<file path="src/rtl/nav_pkg.sv">
// Heading codes, FSM states and rotation helpers shared by the wall-follower
// and the movement unit's orientation decode.
package nav_pkg;

    localparam logic [2:0] ORI_N = 3'b001;
    localparam logic [2:0] ORI_O = 3'b010;
    localparam logic [2:0] ORI_L = 3'b011;
    localparam logic [2:0] ORI_S = 3'b100;

    // Right turns in a row without an advance that mark an enclosed cell.
    localparam logic [2:0] GIROS_TRAP = 3'd4;

    typedef enum logic [2:0] {
        ST_IDLE,
        ST_SENSE,
        ST_TURN_L,
        ST_TURN_R,
        ST_ADVANCE,
        ST_WAIT_DONE,
        ST_FINISHED,
        ST_ERRO
    } nav_state_t;

    // Counter-clockwise quarter turn; unknown codes recover to North.
    function automatic logic [2:0] gira_esq(input logic [2:0] ori);
        case (ori)
            ORI_N:   return ORI_O;
            ORI_O:   return ORI_S;
            ORI_S:   return ORI_L;
            ORI_L:   return ORI_N;
            default: return ORI_N;
        endcase
    endfunction

    // Clockwise quarter turn; unknown codes recover to North.
    function automatic logic [2:0] gira_dir(input logic [2:0] ori);
        case (ori)
            ORI_N:   return ORI_L;
            ORI_L:   return ORI_S;
            ORI_S:   return ORI_O;
            ORI_O:   return ORI_N;
            default: return ORI_N;
        endcase
    endfunction

endpackage

</file>
<file path="src/rtl/navegador_parede.sv">
// Left-hand wall-follower sequencing the avanco movement unit.
// Optional step budget enabled by defining NAV_STEP_LIMIT_EN.
module navegador_parede
    import nav_pkg::*;
#(
    parameter int         W_PASSOS    = 8,
    parameter logic [2:0] ORIENT_INIT = 3'b001,
    parameter int         MAX_PASSOS  = 200
) (
    input  logic                clockc3,
    input  logic                reset,
    input  logic                start,
    input  logic                sensor_valid,
    input  logic                parede_frente,
    input  logic                parede_esq,
    input  logic                chegou,
    input  logic                mov_done,
    output logic                avancar,
    output logic [2:0]          orientacao,
    output logic [W_PASSOS-1:0] passos,
    output logic                busy,
    output logic                concluido,
    output logic                erro
);

    nav_state_t          state_q, state_d;
    logic [2:0]          ori_q, ori_d;
    logic [W_PASSOS-1:0] passos_q, passos_d;
    logic                conc_q, conc_d;
    logic                erro_q, erro_d;
    logic                virou_q, virou_d;
    logic [2:0]          giros_q, giros_d;
    logic                avancar_q, avancar_d;
    logic [W_PASSOS-1:0] passos_inc;

    assign passos_inc = passos_q + 1'b1;

`ifndef NAV_STEP_LIMIT_EN
    localparam int unused_max_passos = MAX_PASSOS;
`endif

    // NOTE: every variable gets its hold value first, so no branch can infer a latch.
    always_comb begin
        state_d  = state_q;
        ori_d    = ori_q;
        passos_d = passos_q;
        conc_d   = conc_q;
        erro_d   = erro_q;
        virou_d  = virou_q;
        giros_d  = giros_q;

        case (state_q)
            ST_IDLE, ST_FINISHED, ST_ERRO: begin
                if (start) begin
                    state_d  = ST_SENSE;
                    passos_d = '0;
                    conc_d   = 1'b0;
                    erro_d   = 1'b0;
                    giros_d  = '0;
                    virou_d  = 1'b0;
                end
            end
            ST_SENSE: begin
                if (sensor_valid) begin
                    if (chegou) begin
                        state_d = ST_FINISHED;
                        conc_d  = 1'b1;
                    end else if (!parede_esq && !virou_q) begin
                        // Heading updates on the decision edge so it is visible one cycle later.
                        state_d = ST_TURN_L;
                        ori_d   = gira_esq(ori_q);
                        virou_d = 1'b1;
                        giros_d = '0;
                    end else if (!parede_frente) begin
                        state_d = ST_ADVANCE;
                    end else begin
                        state_d = ST_TURN_R;
                        ori_d   = gira_dir(ori_q);
                        giros_d = giros_q + 3'd1;
                    end
                end
            end
            ST_TURN_L: state_d = ST_SENSE;
            ST_TURN_R: begin
                if (giros_q == GIROS_TRAP) begin
                    state_d = ST_ERRO;
                    erro_d  = 1'b1;
                end else begin
                    state_d = ST_SENSE;
                end
            end
            ST_ADVANCE: state_d = ST_WAIT_DONE;
            ST_WAIT_DONE: begin
                if (mov_done) begin
                    state_d = ST_SENSE;
                    if (passos_q != '1) passos_d = passos_inc;
                    virou_d = 1'b0;
                    giros_d = '0;
`ifdef NAV_STEP_LIMIT_EN
                    if (passos_q != '1 && passos_inc == W_PASSOS'(MAX_PASSOS)) begin
                        state_d = ST_ERRO;
                        erro_d  = 1'b1;
                    end
`endif
                end
            end
            default: state_d = ST_IDLE;
        endcase
    end

    assign avancar_d = (state_d == ST_ADVANCE) || (state_d == ST_WAIT_DONE);

    // NOTE: state registers use non-blocking assignments so all flops update together.
    always_ff @(posedge clockc3 or posedge reset) begin
        if (reset) begin
            state_q   <= ST_IDLE;
            ori_q     <= ORIENT_INIT;
            passos_q  <= '0;
            conc_q    <= 1'b0;
            erro_q    <= 1'b0;
            virou_q   <= 1'b0;
            giros_q   <= '0;
            avancar_q <= 1'b0;
        end else begin
            state_q   <= state_d;
            ori_q     <= ori_d;
            passos_q  <= passos_d;
            conc_q    <= conc_d;
            erro_q    <= erro_d;
            virou_q   <= virou_d;
            giros_q   <= giros_d;
            avancar_q <= avancar_d;
        end
    end

    assign avancar    = avancar_q;
    assign orientacao = ori_q;
    assign passos     = passos_q;
    assign concluido  = conc_q;
    assign erro       = erro_q;
    assign busy       = !((state_q == ST_IDLE) || (state_q == ST_FINISHED) || (state_q == ST_ERRO));

endmodule

</file>
<file path="config.mk">
export PLATFORM = sky130hd
export DESIGN_NAME = navegador_parede
export DESIGN_NICKNAME = d
export VERILOG_FILES = /design/src/rtl/nav_pkg.sv /design/src/rtl/navegador_parede.sv
export SDC_FILE = /design/constraint.sdc
export NUM_CORES = 1
export LEC_CHECK = 0
export BUFFER_PORTS_ARGS = -buffer_cell sky130_fd_sc_hd__buf_2
export CAP_MARGIN = 40
export CORE_AREA = 2 2 49 60
export CTS_BUF_LIST = sky130_fd_sc_hd__clkbuf_4
export CTS_CLUSTER_SIZE = 30
export DETAILED_ROUTE_END_ITERATION = 8
export DIE_AREA = 0 0 51 62
export PLACE_DENSITY = 0.81
export SETUP_SLACK_MARGIN = 0.02
export SYNTH_ARGS = -nofsm -noshare
export SYNTH_HDL_FRONTEND = slang
export SYNTH_SLANG_ARGS = --single-unit
</file>
<file path="constraint.sdc">
create_clock -name clockc3 -period 3.3 [get_ports clockc3]
set_input_delay 0.66 -clock clockc3 [delete_from_list [all_inputs] [get_ports clockc3]]
set_output_delay 0.66 -clock clockc3 [all_outputs]
set_load 0.1 [all_outputs]
</file>
==> summary.md, run 1 <==
| Metric | Value |
|---|---|
| Status | `complete, no violations` |
| Placed standard-cell area | `1410 um2` |
| Portion of synthesized cell area occupied by the leading cell type | `39.1%` |
| Layout Nets | `167` |
| Hold_buf cts | `0` |
| Max cap viols | `0` |
| Count of buffers from port buffering | `22` |
| CTS-repair resized insts | `0` |
| Portion of the clock cycle consumed by the worst path in the final layout | `76.8%` |
| Clock root buffer | `clkbuf_4` |
| Worst Tran Pin Value | `807 ps` |
| Post-DR vias/cell | `6.11` |
| Die Wd | `51 um` |
| Avg Inst Size Synth | `9.63 um2` |
| Main synth FF type | `dfrtp_1` |
| Finished layout cell area | `1440 um2` |
| Via count of the first global-routing pass | `1041` |
| Antenna cells | `0` |
| Hold WC Path Type | `input pin to async pin` |
| Routed Antenna Nets | `0` |
| Violation count after the first detailed-routing iteration | `35` |
| Setup repair after global routing missed its margin | `false` |
| Starting density of the core | `48.3%` |
| Net switching share of the total power | `57.2%` |
| H-tree lvl count | `1` |
| Number of remaining DRC errors | `0` |
| Initial antenna violation count | `0` |
| Most area-consuming cells after synthesis | `dfrtp_1, o211ai_1, mux2i_1` |
| Top achievable clock speed | `395 MHz` |
| Max-slew violation count | `0` |
| Unique masters post-synth | `53` |
| Final-layout fill cell count | `254` |
| Flip-flop and latch count after synthesis | `21` |
| Sum of internal, switching and leakage power | `0.00142 W` |
| Vias after detailed routing | `1154` |
| Post CTS Setup Buffer Count | `0` |
| Clk slew on worst S/H paths | `120 ps` |
| Async S/R FF share, synth | `100%` |
| Startpoint type of the worst setup path | `flip-flop` |
| Clock Sink Count | `21` |
| Number of detailed-route iterations in the first pass | `4` |
| Pwr Density | `989 nW/um2` |
| Wire length of the first global-routing pass | `4760 um` |
| Mapped Nets | `144` |
| Leading cell types in the layout, fill and taps excluded | `buf_2, dfrtp_1, nand2_1` |
| Final wirelength | `2840 um` |
| Final Setup Violations | `0` |
| Headroom to the max-slew limit | `46.2%` |
| Gate count after technology mapping | `133` |
| Count of flip-flops with a built-in enable after synthesis | `0` |
| Die Footprint | `3160 um2` |
| Portion of total power attributed to the clock network | `9.2%` |
| Clk_skew | `12.5 ps` |
| Summed instance area of the synthesized netlist | `1280 um2` |
| Number of buffers created by CTS | `3` |
| Internal power contribution | `0.000608 W` |
| Core ar. | `2650 um2` |
| Worst-Skew Late Latency | `310 ps` |
| CTS tree | `yes` |
| Global-route usage over all layers | `20.5%` |
| Synthesis Warnings | `0` |
| Logic pwr share | `59.5%` |
| Fraction of final layout cells sized beyond drive strength 1 | `21.3%` |
| Cell type contributing the most total cell area after synthesis | `dfrtp_1` |
| Final HPWL DP | `2120 um` |
| Signed area change from the synthesized netlist to the final layout | `12.2%` |
| Critical-path maximum fanout | `12` |
| Maximum clock insertion buffer count | `2` |
| Endpoint class of the critical path | `output pin` |
| Worst supply voltage drop on vdd | `0.000707 V` |
| Wire length per cell | `15.0 um` |
| Num rows | `21` |
| Commonest non-fill, non-tap cell in the layout | `buf_2` |
| Leak | `0.679 nW` |
| Minimum period implied by the final worst setup slack | `2530 ps` |
| Post-route core utilization | `54.2%` |
| Reported net switching power | `0.000813 W` |
| Largest net degree at the start of global routing | `22` |
| Routability congestion estimate from global placement | `0.851` |
| Arrival @ worst endpoint | `1870 ps` |
| Required time worst endpoint | `2640 ps` |
| Part of the total power dissipated in sequential elements | `31.3%` |
| Height of the die | `62 um` |
| Num ports | `23` |
| Total gr overflow | `0` |
| Portion of the post-synthesis area used by sequential elements | `41.1%` |
| Sum of negative setup slack | `0 ps` |
| Count of final hold-check violations | `0` |
| Setup CP Type | `flip-flop to output pin` |
==> power by group through the flow <==
| stage | clock, W | sequential [W] | combinational, W |
|---|---|---|---|
| after floorplan | 0 | 0.000737 | 0.000424 |
| after global placement | 0 | 0.000441 | 0.000823 |
| after detailed placement | 0 | 0.000448 | 0.000842 |
| after CTS | 0.000137 | 0.000443 | 0.000844 |
| after global routing | 0.000146 | 0.000456 | 0.000902 |
| final | 0.000131 | 0.000444 | 0.000846 |
==> sequential cells by signal, summed over array words and instances, names as in the netlist <==
register and flops:
passos 8, giros_q 3, orientacao 3, state_q 3, avancar 1, concluido 1
erro 1, virou_q 1
==> cells in the mapped netlist, types with 2 or more instances <==
cell type,number
nor4_1,2
a21oi_1,2
ha_1,3
nand3_1,6
mux2i_1,4
o21ai_0,4
a211oi_1,2
and4_1,2
xor2_1,2
o211ai_1,6
inv_1,8
dfrtp_1,20
a211o_1,2
buf_2,3
nor3_1,6
nor3b_1,2
a21o_1,2
a41oi_1,2
nand2b_1,3
nand2_1,10
and3_1,2
nor2_1,8
o31a_1,2
==> stage by stage <==
stage	hold slack, ps	std cells	setup WS [ps]
finish	486	189	767
global route	537	189	649
CTS	515	189	775
detailed placement	489	185	1130
global placement	476	185	1180
floorplan	509	133	571
==> cell families after synthesis <==
family,share of synthesized area (%)
simple gates,23.1
flops,41.1
fa+ha+maj,2.93
xor+xnor,2.05
mux,4.00
buf+inv,4.98
compound gates,21.8
==> metal layers <==
| layer | routed length [um] | part of all wire (%) | global-route usage (%) |
|---|---|---|---|
| met4 | 44 | 1.5 | 9.27 |
| met2 | 1470 | 52 | 37.8 |
| met5 | 0 | 0 | 0 |
| met1 | 1220 | 43 | 24.3 |
| met3 | 102 | 3.6 | 2.15 |
==> critical path: stages, from the launching register on <==
cell	delay [ps]
dfrtp_1	500
and2_1	240
nor2_1	320
buf_2	500
==> final cells by class <==
| type | count | area (um2) | share of cell area (%) |
|---|---|---|---|
| inverters | 8 | 30.0 | 2.09 |
| multi-input cells | 99 | 691 | 48.0 |
| flip-flops and latches | 21 | 527 | 36.6 |
| well taps | 34 | 42.5 | 2.96 |
| repair buffers | 23 | 118 | 8.18 |
| clock buffers | 4 | 30.0 | 2.09 |
==> path summary, 6_finish.rpt <==
kind / start / to / slack, ps / cells after the start
min reg2reg: concluido / concluido / 500 / 2
max in group asynchronous: reset / passos[2] / 2310 / 2
max: state_q[2] / busy / 770 / 3
min: reset / passos[4] / 490 / 2
max reg2reg: state_q[2] / passos[1] / 1350 / 5
min in group clockc3: concluido / concluido / 500 / 2
Note: power is estimated with default switching activity, not from simulation.
==> run 2, diff against run 1 <==
==> constraint.sdc (replaced) <==
create_clock -name clockc3 -period 2.48 [get_ports clockc3]
set_input_delay 0.496 -clock clockc3 [delete_from_list [all_inputs] [get_ports clockc3]]
set_output_delay 0.496 -clock clockc3 [all_outputs]
set_load 0.1 [all_outputs]
==> summary.md, run 2 (synthesis gave the netlist of run 1 again) <==
| Metric | Value |
|---|---|
| Critical-path maximum fanout | `13` |
| Leak | `0.684 nW` |
| H-tree lvl count | `1` |
| Flop2flop setup slack | `540 ps` |
| Fraction of final layout cells sized beyond drive strength 1 | `22.4%` |
| Setup repair after global routing missed its margin | `false` |
| Minimum period implied by the final worst setup slack | `2280 ps` |
| Commonest non-fill, non-tap cell in the layout | `buf_2` |
| Headroom to the max-slew limit | `45.5%` |
| Logic pwr share | `59.9%` |
| Count of buffers from port buffering | `22` |
| Status | `complete, no violations` |
| Total gr overflow | `0` |
| Final-layout fill cell count | `263` |
| Internal power contribution | `0.000802 W` |
| Height of the die | `62 um` |
| Final wirelength | `2860 um` |
| Cell depth of the worst flop-to-flop path | `4` |
| Signed area change from the synthesized netlist to the final layout | `12.8%` |
| Number of flip-flops under the largest register name | `8` |
| Clk_skew | `12.0 ps` |
| Number of remaining DRC errors | `0` |
| Clock Sink Count | `21` |
| Post-route non-filler standard cell count | `190` |
| Via count of the first global-routing pass | `1145` |
| Worst supply voltage drop on vdd | `0.000897 V` |
| Pwr Density | `1310 nW/um2` |
| Sum of negative setup slack | `0 ps` |
| Portion of the clock cycle consumed by the worst path in the final layout | `91.9%` |
| Reported net switching power | `0.00109 W` |
| Number of buffers created by CTS | `3` |
| Clk slew on worst S/H paths | `120 ps` |
| Routed Antenna Nets | `0` |
| Max cap viols | `0` |
| Post-route worst hold slack | `314 ps` |
| Antenna cells | `0` |
| Clock root buffer | `clkbuf_4` |
| Worst-Skew Late Latency | `310 ps` |
| Setup CP Type | `flip-flop to output pin` |
| Core ar. | `2650 um2` |
| Top achievable clock speed | `439 MHz` |
| Portion of total power attributed to the clock network | `8.8%` |
| CTS-repair resized insts | `0` |
| Largest net degree at the start of global routing | `22` |
| Startpoint type of the worst setup path | `flip-flop` |
| Part of the total power dissipated in sequential elements | `31.2%` |
| Net switching share of the total power | `57.6%` |
| Num ports | `23` |
| Final Setup Violations | `0` |
| Number of detailed-route iterations in the first pass | `4` |
| Placed cells | `186` |
| Routability congestion estimate from global placement | `0.841` |
| Global-route usage over all layers | `21.0%` |
| Layout Nets | `168` |
| Count of final hold-check violations | `0` |
| Final HPWL DP | `2110 um` |
| Hold_buf cts | `0` |
| Violation count after the first detailed-routing iteration | `18` |
| Worst Tran Pin Value | `816 ps` |
| Wire length per cell | `15.0 um` |
| Max-slew violation count | `0` |
| Required time worst endpoint | `1980 ps` |
| Endpoint class of the critical path | `output pin` |
| Worst setup path startpoint | `state_q[0]` |
| Crit Reg-Reg Startpoint | `state_q[0]` |
| Post-DR vias/cell | `6.02` |
| CTS tree | `yes` |
| Initial antenna violation count | `0` |
| Arrival @ worst endpoint | `1780 ps` |
| Leading cell types in the layout, fill and taps excluded | `buf_2, dfrtp_1, nand2_1` |
| Vias after detailed routing | `1144` |
| Starting density of the core | `48.3%` |
| Die Wd | `51 um` |
| Hold WC Path Type | `input pin to async pin` |
| Maximum clock insertion buffer count | `2` |
| Die Footprint | `3160 um2` |
| Post CTS Setup Buffer Count | `0` |
| Destination of the worst register-to-register timing path | `giros_q[1]` |
| Wire length of the first global-routing pass | `4950 um` |
| Num rows | `21` |
-- run 2: cell types whose count changed in the layout (fill, tap and decap cells not counted) --
cell	delta
clkinv_2	+1
nor2_1	-1
clkbuf_4	-1
buf_4	+1
nor2_2	+1
-- run 2: power by group through the flow --
stage	Combinational, W	Clock [W]	Sequential (W)
floorplan	0.000568	0	0.000980
global placement	0.00110	0	0.000587
detailed placement	0.00113	0	0.000595
CTS	0.00114	0.000179	0.000588
global route	0.00121	0.000188	0.000611
finish	0.00113	0.000167	0.000591
-- run 2: layout make-up --
| cell class | instances | area, um2 | area share (%) |
|---|---|---|---|
| Sequential cell | 21 | 527 | 36.5 |
| Timing Repair Buffer | 24 | 125 | 8.66 |
| Clock buffer | 3 | 22.5 | 1.56 |
| Inverter | 8 | 30.0 | 2.08 |
| Tap cell | 34 | 42.5 | 2.94 |
| Clock inverter | 1 | 5.00 | 0.346 |
| Multi-Input combinational cell | 99 | 693 | 48.0 |
-- run 2: how the worst max path moves through the flow --
| stage | end | slack, ps |
|---|---|---|
| 6_report | busy | 200 |
| 3_3_place_gp | giros_q[1] | 560 |
| 5_1_grt | busy | 30 |
| 2_1_floorplan | passos[1] | 220 |
| 4_1_cts | busy | 180 |
| 3_5_place_dp | giros_q[1] | 510 |
-- run 2: through the flow --
step,util (%),cell area [um2],total power [W],worst slack (ps)
after floorplan,-,1280,0.00155,224
after global placement,53.4,1420,0.00169,560
after detailed placement,53.4,1420,0.00173,507
after CTS,54.5,1450,0.00190,177
after global routing,54.5,1450,0.00201,31.7
final,54.5,1450,0.00189,200
-- run 2: routing by layer --
layer / global-route usage (%) / wire length, um / vias to the layer above
met5: 0 / 0 / -
met4: 9.27 / 33 / 0
met3: 2.63 / 109 / 4
met2: 40.6 / 1500 / 23
met1: 23.1 / 1220 / 564
li1: - / - / 553
-- run 2: critical path, stage by stage (launching register included) --
cell     delay [ps]
dfrtp_1         570
nor3_1          180
nor2_2          240
buf_2           470
